**config.mk**
```make
export PLATFORM = sky130hd
export DESIGN_NAME = twoone_mux_arbiter
export DESIGN_NICKNAME = d
export VERILOG_FILES = /design/src/rtl/twoone_mux_pkg.sv /design/src/rtl/twoone_mux_conditional.sv /design/src/rtl/twoone_mux_arbiter.sv
export SDC_FILE = /design/constraint.sdc
export NUM_CORES = 1
export LEC_CHECK = 0
export CORE_MARGIN = 2
export CORE_UTILIZATION = 41
export DETAILED_ROUTE_END_ITERATION = 8
export HOLD_SLACK_MARGIN = 0.08
export PLACE_DENSITY = 0.77
export SLEW_MARGIN = 40
export SYNTH_ARGS = -nofsm -noshare
export SYNTH_HDL_FRONTEND = slang
export SYNTH_SLANG_ARGS = --single-unit
```
**constraint.sdc**
```tcl
create_clock -name clk -period 1.6 [get_ports clk]
set_input_delay 0.24 -clock clk [delete_from_list [all_inputs] [get_ports clk]]
set_output_delay 0.24 -clock clk [all_outputs]
set_load 0.02 [all_outputs]
```
**src/rtl/twoone_mux_pkg.sv**
```systemverilog
// Shared definitions for the 2:1 mux family: arbiter state encoding,
// mux select encoding and a helper for sizing the grant-tenure counter.
package twoone_mux_pkg;

    // Arbiter state encoding, shared with other mux-family blocks.
    localparam logic [1:0] IDLE  = 2'd0;
    localparam logic [1:0] GNT_A = 2'd1;
    localparam logic [1:0] GNT_B = 2'd2;

    // Mux select encoding: 0 routes input a, 1 routes input b.
    localparam logic SEL_A = 1'b0;
    localparam logic SEL_B = 1'b1;

    typedef enum logic [1:0] {
        ST_IDLE  = IDLE,
        ST_GNT_A = GNT_A,
        ST_GNT_B = GNT_B
    } arb_state_t;

    // Tenure counter width: clog2(max_hold), never less than one bit.
    function automatic int hold_width(input int max_hold);
        return (max_hold > 1) ? $clog2(max_hold) : 1;
    endfunction

endpackage

```
**src/rtl/twoone_mux_conditional.sv**
```systemverilog
// Plain combinational 2:1 mux: y follows a when sel is SEL_A, b when SEL_B.
module twoone_mux_conditional
    import twoone_mux_pkg::*;
#(
    parameter int WIDTH = 8
) (
    input  logic [WIDTH-1:0] a,
    input  logic [WIDTH-1:0] b,
    input  logic             sel,
    output logic [WIDTH-1:0] y
);

    // Select between the two data inputs.
    always_comb begin
        y = (sel == SEL_B) ? b : a;
    end

endmodule

```
**src/rtl/twoone_mux_arbiter.sv**
```systemverilog
// Round-robin arbiter owning a shared 2:1 mux datapath.
//
// Handshake: a requester holds req_x high for as long as it wants the
// datapath; gnt_x (registered) says it owns the mux this cycle. Data
// presented on data_x during a cycle with gnt_x=1 appears on y after the
// next edge with y_valid=1; y is meaningful only while y_valid=1. A
// requester keeps its grant while req_x stays high, unless the other side
// is waiting and MAX_HOLD consecutive grant cycles have elapsed.
module twoone_mux_arbiter
    import twoone_mux_pkg::*;
#(
    parameter int WIDTH    = 8,
    parameter int MAX_HOLD = 4
) (
    input  logic             clk,
    input  logic             rst,
    input  logic             req_a,
    input  logic             req_b,
    input  logic [WIDTH-1:0] data_a,
    input  logic [WIDTH-1:0] data_b,
    output logic             gnt_a,
    output logic             gnt_b,
    output logic             sel,
    output logic [WIDTH-1:0] y,
    output logic             y_valid
);

    localparam int HW = hold_width(MAX_HOLD);
    // MAX_HOLD = 0 disables preemption; the counter then just saturates.
    localparam bit PREEMPT_EN = (MAX_HOLD > 0);
    localparam logic [HW-1:0] HOLD_LAST =
        (MAX_HOLD > 0) ? HW'(MAX_HOLD - 1) : {HW{1'b1}};

    arb_state_t       state;
    arb_state_t       next_state;
    logic             last;       // side granted most recently (SEL_A / SEL_B)
    logic [HW-1:0]    hold_cnt;   // grant cycles kept beyond the first
    logic             hold_done;
    logic [WIDTH-1:0] mux_y;

    assign hold_done = PREEMPT_EN && (hold_cnt == HOLD_LAST);

    // Grants come straight from the state register, so they are registered.
    assign gnt_a = (state == ST_GNT_A);
    assign gnt_b = (state == ST_GNT_B);

    // The registered select steers the shared mux; in a grant state it
    // always matches the owning side.
    twoone_mux_conditional #(
        .WIDTH(WIDTH)
    ) u_mux (
        .a   (data_a),
        .b   (data_b),
        .sel (sel),
        .y   (mux_y)
    );

    // Next-state arbitration: round robin on ties, drop or preempt hands over.
    always_comb begin
        next_state = state;
        case (state)
            ST_IDLE: begin
                if (req_a && req_b)
                    next_state = (last == SEL_A) ? ST_GNT_B : ST_GNT_A;
                else if (req_a)
                    next_state = ST_GNT_A;
                else if (req_b)
                    next_state = ST_GNT_B;
                else
                    next_state = ST_IDLE;
            end
            ST_GNT_A: begin
                if (!req_a)
                    next_state = req_b ? ST_GNT_B : ST_IDLE;
                else if (req_b && hold_done)
                    next_state = ST_GNT_B;
                else
                    next_state = ST_GNT_A;
            end
            ST_GNT_B: begin
                if (!req_b)
                    next_state = req_a ? ST_GNT_A : ST_IDLE;
                else if (req_a && hold_done)
                    next_state = ST_GNT_A;
                else
                    next_state = ST_GNT_B;
            end
            default: next_state = ST_IDLE;
        endcase
    end

    // State, round-robin pointer, tenure counter, select and output data.
    always_ff @(posedge clk) begin
        if (rst) begin
            state    <= ST_IDLE;
            last     <= SEL_B;
            hold_cnt <= '0;
            sel      <= SEL_A;
            y        <= '0;
            y_valid  <= 1'b0;
        end else begin
            state <= next_state;
            if (next_state != ST_IDLE) begin
                sel <= (next_state == ST_GNT_B) ? SEL_B : SEL_A;
                if (next_state != state) begin
                    // Fresh grant: restart tenure and move the pointer.
                    last     <= (next_state == ST_GNT_B) ? SEL_B : SEL_A;
                    hold_cnt <= '0;
                end else if (hold_cnt != HOLD_LAST) begin
                    hold_cnt <= hold_cnt + 1'b1;
                end
            end
            if (state != ST_IDLE) begin
                y       <= mux_y;
                y_valid <= 1'b1;
            end else begin
                y_valid <= 1'b0;
            end
        end
    end

endmodule

```
# == Yosys cells after proc, flatten, opt, wreduce, memory -nomap -nowiden ==
# Index checks and enable logic that the tools add are counted.
# classes
addsub,1
n_eq_ne,6
n_mux,15
n_reduce_logical,9
# op_table
operator,count
$mux W2,10
$mux W8,1
$eq A2 B2 Y1 const B,3
$pmux W2 S3,1
$reduce_bool A2 Y1,3
$reduce_and A2 Y1,2
$logic_and A1 B1 Y1,3
$mux W1,3
$add A2 B1 Y2 const B,1
$eq A2 B1 Y1 const B,1
$logic_not A2 Y1,1
$ne A2 B2 Y1,1
$ne A2 B2 Y1 const B,1
# totals
reg_bits,15
elab_cells,37

# == Longest topological paths before layout ==
# Gate-level depths: netlist of run 1.
# logic_depth
depth_word,8
ltp_mapped,5

# == Hierarchy ==
# Synthesis of run 1 repeated with hierarchy kept, for this count alone.
# unflattened
hier_cells,91
area_unflattened_um2,843.3
# by_module_without_submodules
mod,instances,cells_each,area_each_um2,seq_area_each_um2
twoone_mux_arbiter,1,82,711.9,300.3
twoone_mux_conditional,1,9,131.4,0.0

# == Worst setup path after synthesis of run 1 ==
# Ideal clock, no wire load.
# synth_path
path_kind,register to register
start,register hold_cnt[0]
end,register sel
setup_ps,79
t_arrival_ps,1263
required_time_ps,1521
path_slack_ps,258
stages_incl_launch_ff,6
period_less_slack_ps,1342
cell_sequence,dfxtp_1 ha_1 mux2_4 nand2_2 nand4_4 a211oi_2
# synth_via
elab_chain_cells,7
# synth_lines
element,line_no,rtl
start: declaration,twoone_mux_arbiter.sv:37,logic [HW-1:0] hold_cnt;
start signal: assignment,twoone_mux_arbiter.sv:110,hold_cnt <= hold_cnt + 1'b1;
$eq A2 B2 Y1 *,twoone_mux_arbiter.sv:41,assign hold_done = PREEMPT_EN && (hold_cnt == HOLD_LAST);
"$logic_and A1 B1 Y1, on equally long branches","twoone_mux_arbiter.sv:83, twoone_mux_arbiter.sv:75",
"$mux W2, on equally long branches","twoone_mux_arbiter.sv:83, twoone_mux_arbiter.sv:75",
"$mux W2, on equally long branches","twoone_mux_arbiter.sv:81, twoone_mux_arbiter.sv:73",
$pmux W2 S3 *,twoone_mux_arbiter.sv:61,case (state)
$eq A2 B2 Y1,twoone_mux_arbiter.sv:104,sel <= (next_state == ST_GNT_B) ? SEL_B : SEL_A;
$mux W1,twoone_mux_arbiter.sv:104,
end signal: assignment,twoone_mux_arbiter.sv:104,
end: declaration,twoone_mux_arbiter.sv:23,"output logic sel,"
# Every way passes the cells marked *; elsewhere a longest branch is shown, timed or not.
# A chain may end at the register's enable or synchronous reset.

# == Worst setup path in the final report of run 1 ==
# layout_path
start,register y[3]
end,output y[3]
# layout_lines
element,line_no,rtl
start: declaration,twoone_mux_arbiter.sv:24,"output logic [WIDTH-1:0] y,"
start signal: assignment,twoone_mux_arbiter.sv:114,y <= mux_y;
# No word-level cell between the ends.

==> qor.csv, run 1 <==
stage,metric,value,unit
setup_path,crit_fanout,2,
synthesis,synth-seq-area-share,0.383,
route,drt_first_iter_violations,6,
synthesis,ys_ff_latch,15,
cells_and_area,stdcell_area,0.00113,mm²
timing,period_minus_slack,1.48,ns
timing,maxSlewHeadroom,0.663,
route,highest_layer,met4,
synthesis,synth_compound_area_frac,0.166,
setup_path,cp_num_cells,1,
worst_hold_path,hold_start,y[0],
grt,grt_pass1_vias,600,
setup_path,cp-start-kind,register,
grt,overflow,0,
setup_path,required,1.36,ns
outcome,status,"finished, final reports clean",
timing,setup_viol,0,
setup_path,r2r_start,hold_cnt[0],
setup_path,cp_slowest_stage_delay,0.62,ns
placement,placed_area,0.00111,mm²
power,p_per_area,799,mW/mm²
synthesis,synth.avg_cell_area,9.57,µm²
synthesis,synthTopCellsByArea,"dfxtp_1, mux2i_1, a211oi_1",
flow_run,max-cap-violations,0,
timing,skew,0.00106,ns
synthesis,synth.distinct_cells,29,
synthesis,yosysWarnings,0,
synthesis,synthFlopType,dfxtp_1,
clock_network,cts-root-buf,clkbuf_4,
die,fp-row-count,15,
power,p_leak,0.425,nW
clock_network,path_clk_slew,0.08,ns
route,dr.pass1.iters,4,
grt,grt_max_degree,18,
synthesis,synth_top_cell_by_area,dfxtp_1,
setup_path,startpoint,y[3],
die,ios,32,
setup_path,crit_chain,clkdlybuf4s50_1,
clock_network,cts_htree_levels,1,
clock_network,cts_tree,yes,
setup_path,worst-path-buf-inv,1,
setup_path,end_kind,primary output,
synthesis,synth-xor-area-share,0.0112,
grt,grt.total_usage,0.159,
route,met2_length,687,µm
die,fp.dieW,47.7,µm
clock_network,clock-sinks,15,
synthesis,synth_top_family_by_area,simple AND/OR/NAND/NOR gates,
synthesis,yosysMostFrequentCell,dfxtp_1,
route,viasPerCell,4.84,
synthesis,netlist_instances,82,
clock_network,clk_latency,0.27,ns
synthesis,synth_edf_count,0,
route,drtAntennaViolNets,0,
cells_and_area,areaGrowthSynthToFinish,44.2,%
synthesis,yosys-top-cells-count,"dfxtp_1, nor2_1, mux2i_1",
cells_and_area,layout-drive-gt1-share,0.129,
placement,numPortBuffers,31,
grt,grt_pass1_wl,2480,µm
timing,hold_violations,0,
synthesis,syn-num-nets,103,
die,initial_core_util,0.445,
clock_network,cts_buffers,3,
route,wl_met3,133,µm
die,die-area,0.00228,mm²
setup_path,crit_path_top_delay_cell,clkdlybuf4s50_1,
setup_path,crit-reg2reg-capture,sel,
route,drc_errors,0,
setup_path,crit_family,buffers and inverters,
timing,period_share,0.924,
timing,drv_slew,0,
synthesis,synthAdderAreaFrac,0.0159,
worst_hold_path,hp-class,register to register,
synthesis,netlist_area,785,µm²
setup_path,crit_type,register to primary output,
placement,place_hpwl,1190,µm
synthesis,synthSimpleGateAreaFrac,0.214,
die,die_h,47.7,µm
setup_path,worstPathArrival,1.24,ns
route,avgRoutedWirePerCell,11.0,µm
route,drt-total-wl,1550,µm
timing,hold-worst-slack,0.500,ns
timing,rsz0062_at_grt,false,
setup_path,ff2ff_setup_slack,0.15,ns
clock_network,cts_buffer_depth,2,
timing,setup_tns,0,ns
clock_network,postCtsHoldBufs,0,
placement,place.gp.congestion,0.832,
synthesis,synth_top_cell_area_share,0.383,
power,power,0.904,mW
timing,tightest_slew,0.505,ns
synthesis,synthArstFlopShare,0,
cells_and_area,final_nets,138,
setup_path,endpoint,y[3],
synthesis,muxShareOfSynthArea,0.134,
die,core_area,0.00176,mm²
grt,grt_antenna_before_repair,0,
route,vias,683,
cells_and_area,antenna_cells,0,
route,wl_met1,714,µm
timing,max_freq,0.677,GHz
power,ir_drop,584,µV
cells_and_area,filler_cell_count,169,
setup_path,worstRegToRegCells,5,
[logic make-up (layout without fill, tap and decap cells)]
family	Yosys count	count (layout)
AO/OA/AOI/OAI	19	19
buffers and inverters	7	41
multiplexers	10	10
flip-flops	15	15
adder cells (fa/ha/maj)	1	1
AND/OR/NAND/NOR	29	29
XOR/XNOR	1	1
[worst min-delay path by stage]
stage,to,slack (ns),cells after the start
floorplan,state[0],0.31,1
global placement,y[6],0.49,2
detailed placement,y[2],0.49,2
CTS,y[0],0.50,2
global route,y[6],0.53,2
finish,y[0],0.50,2
[power by group]
part	switching [mW]	total [mW]	internal [mW]
logic	0.128	0.275	0.147
clock network	0.108	0.204	0.0965
registers	0.0178	0.425	0.407
total	0.253	0.904	0.650
[layout by cell type (no fill, tap or decap), drive strengths merged]
cell and n:
clkdlybuf4s50 29, dfxtp 15, nor2 10, mux2i 9, a211oi 9, nand2 6
buf 5, and2b 4, clkbuf 4, o21ai 4, a21oi 3, nor2b 2
nand3b 2, dlygate4sd2 2, xor2 1, o211ai 1, nor3 1, or2 1
inv 1, mux2 1, nand3 1, nand4 1, a31oi 1, nand2b 1
a41oi 1, ha 1
[registers in the layout, summed over array words and instances, names as in the netlist]
signal    flops
state         2
hold_cnt      2
sel           1
y             8
y_valid       1
last          1
[layer usage]
| layer | GRT usage | vias to the layer above |
|---|---|---|
| met3 | 0.0642 | 2 |
| met1 | 0.196 | 294 |
| met2 | 0.237 | 29 |
| met4 | 0.0811 | 0 |
| li1 | - | 358 |
| met5 | 0 | - |
[cell type report]
class | instances | area [µm²] | share of cell area
Inverter | 1 | 3.75 | 0.00332
Tap cell | 25 | 31.3 | 0.0277
Sequential cell | 15 | 300 | 0.265
Timing Repair Buffer | 36 | 345 | 0.305
Clock buffer | 4 | 26.3 | 0.0232
Multi-Input combinational cell | 60 | 424 | 0.375
[what timing repair did]
item                                    CTS  global route
gates resized for setup                   2             0
setup buffers                             0             0
endpoints found under the setup margin    2             0
[through the flow]
step                instances  setup WS, ns   util
floorplan                  82         0.258      -
global placement          137         0.111  0.628
detailed placement        137        0.0722  0.628
CTS                       141         0.113  0.641
global route              141        0.0638  0.641
finish                    141         0.122  0.641
No activity file was read; power rests on OpenSTA's default activity.
==> run 2, diff against run 1 <==
--- a/config.mk
+++ b/config.mk
@@ -8,7 +8,7 @@
 export CORE_MARGIN = 2
 export CORE_UTILIZATION = 41
 export DETAILED_ROUTE_END_ITERATION = 8
-export HOLD_SLACK_MARGIN = 0.08
+export HOLD_SLACK_MARGIN = 0.12
 export PLACE_DENSITY = 0.77
 export SLEW_MARGIN = 40
 export SYNTH_ARGS = -nofsm -noshare
==> results of run 2 <==
The final DEF is identical to that of run 1; final timing and power are the same.
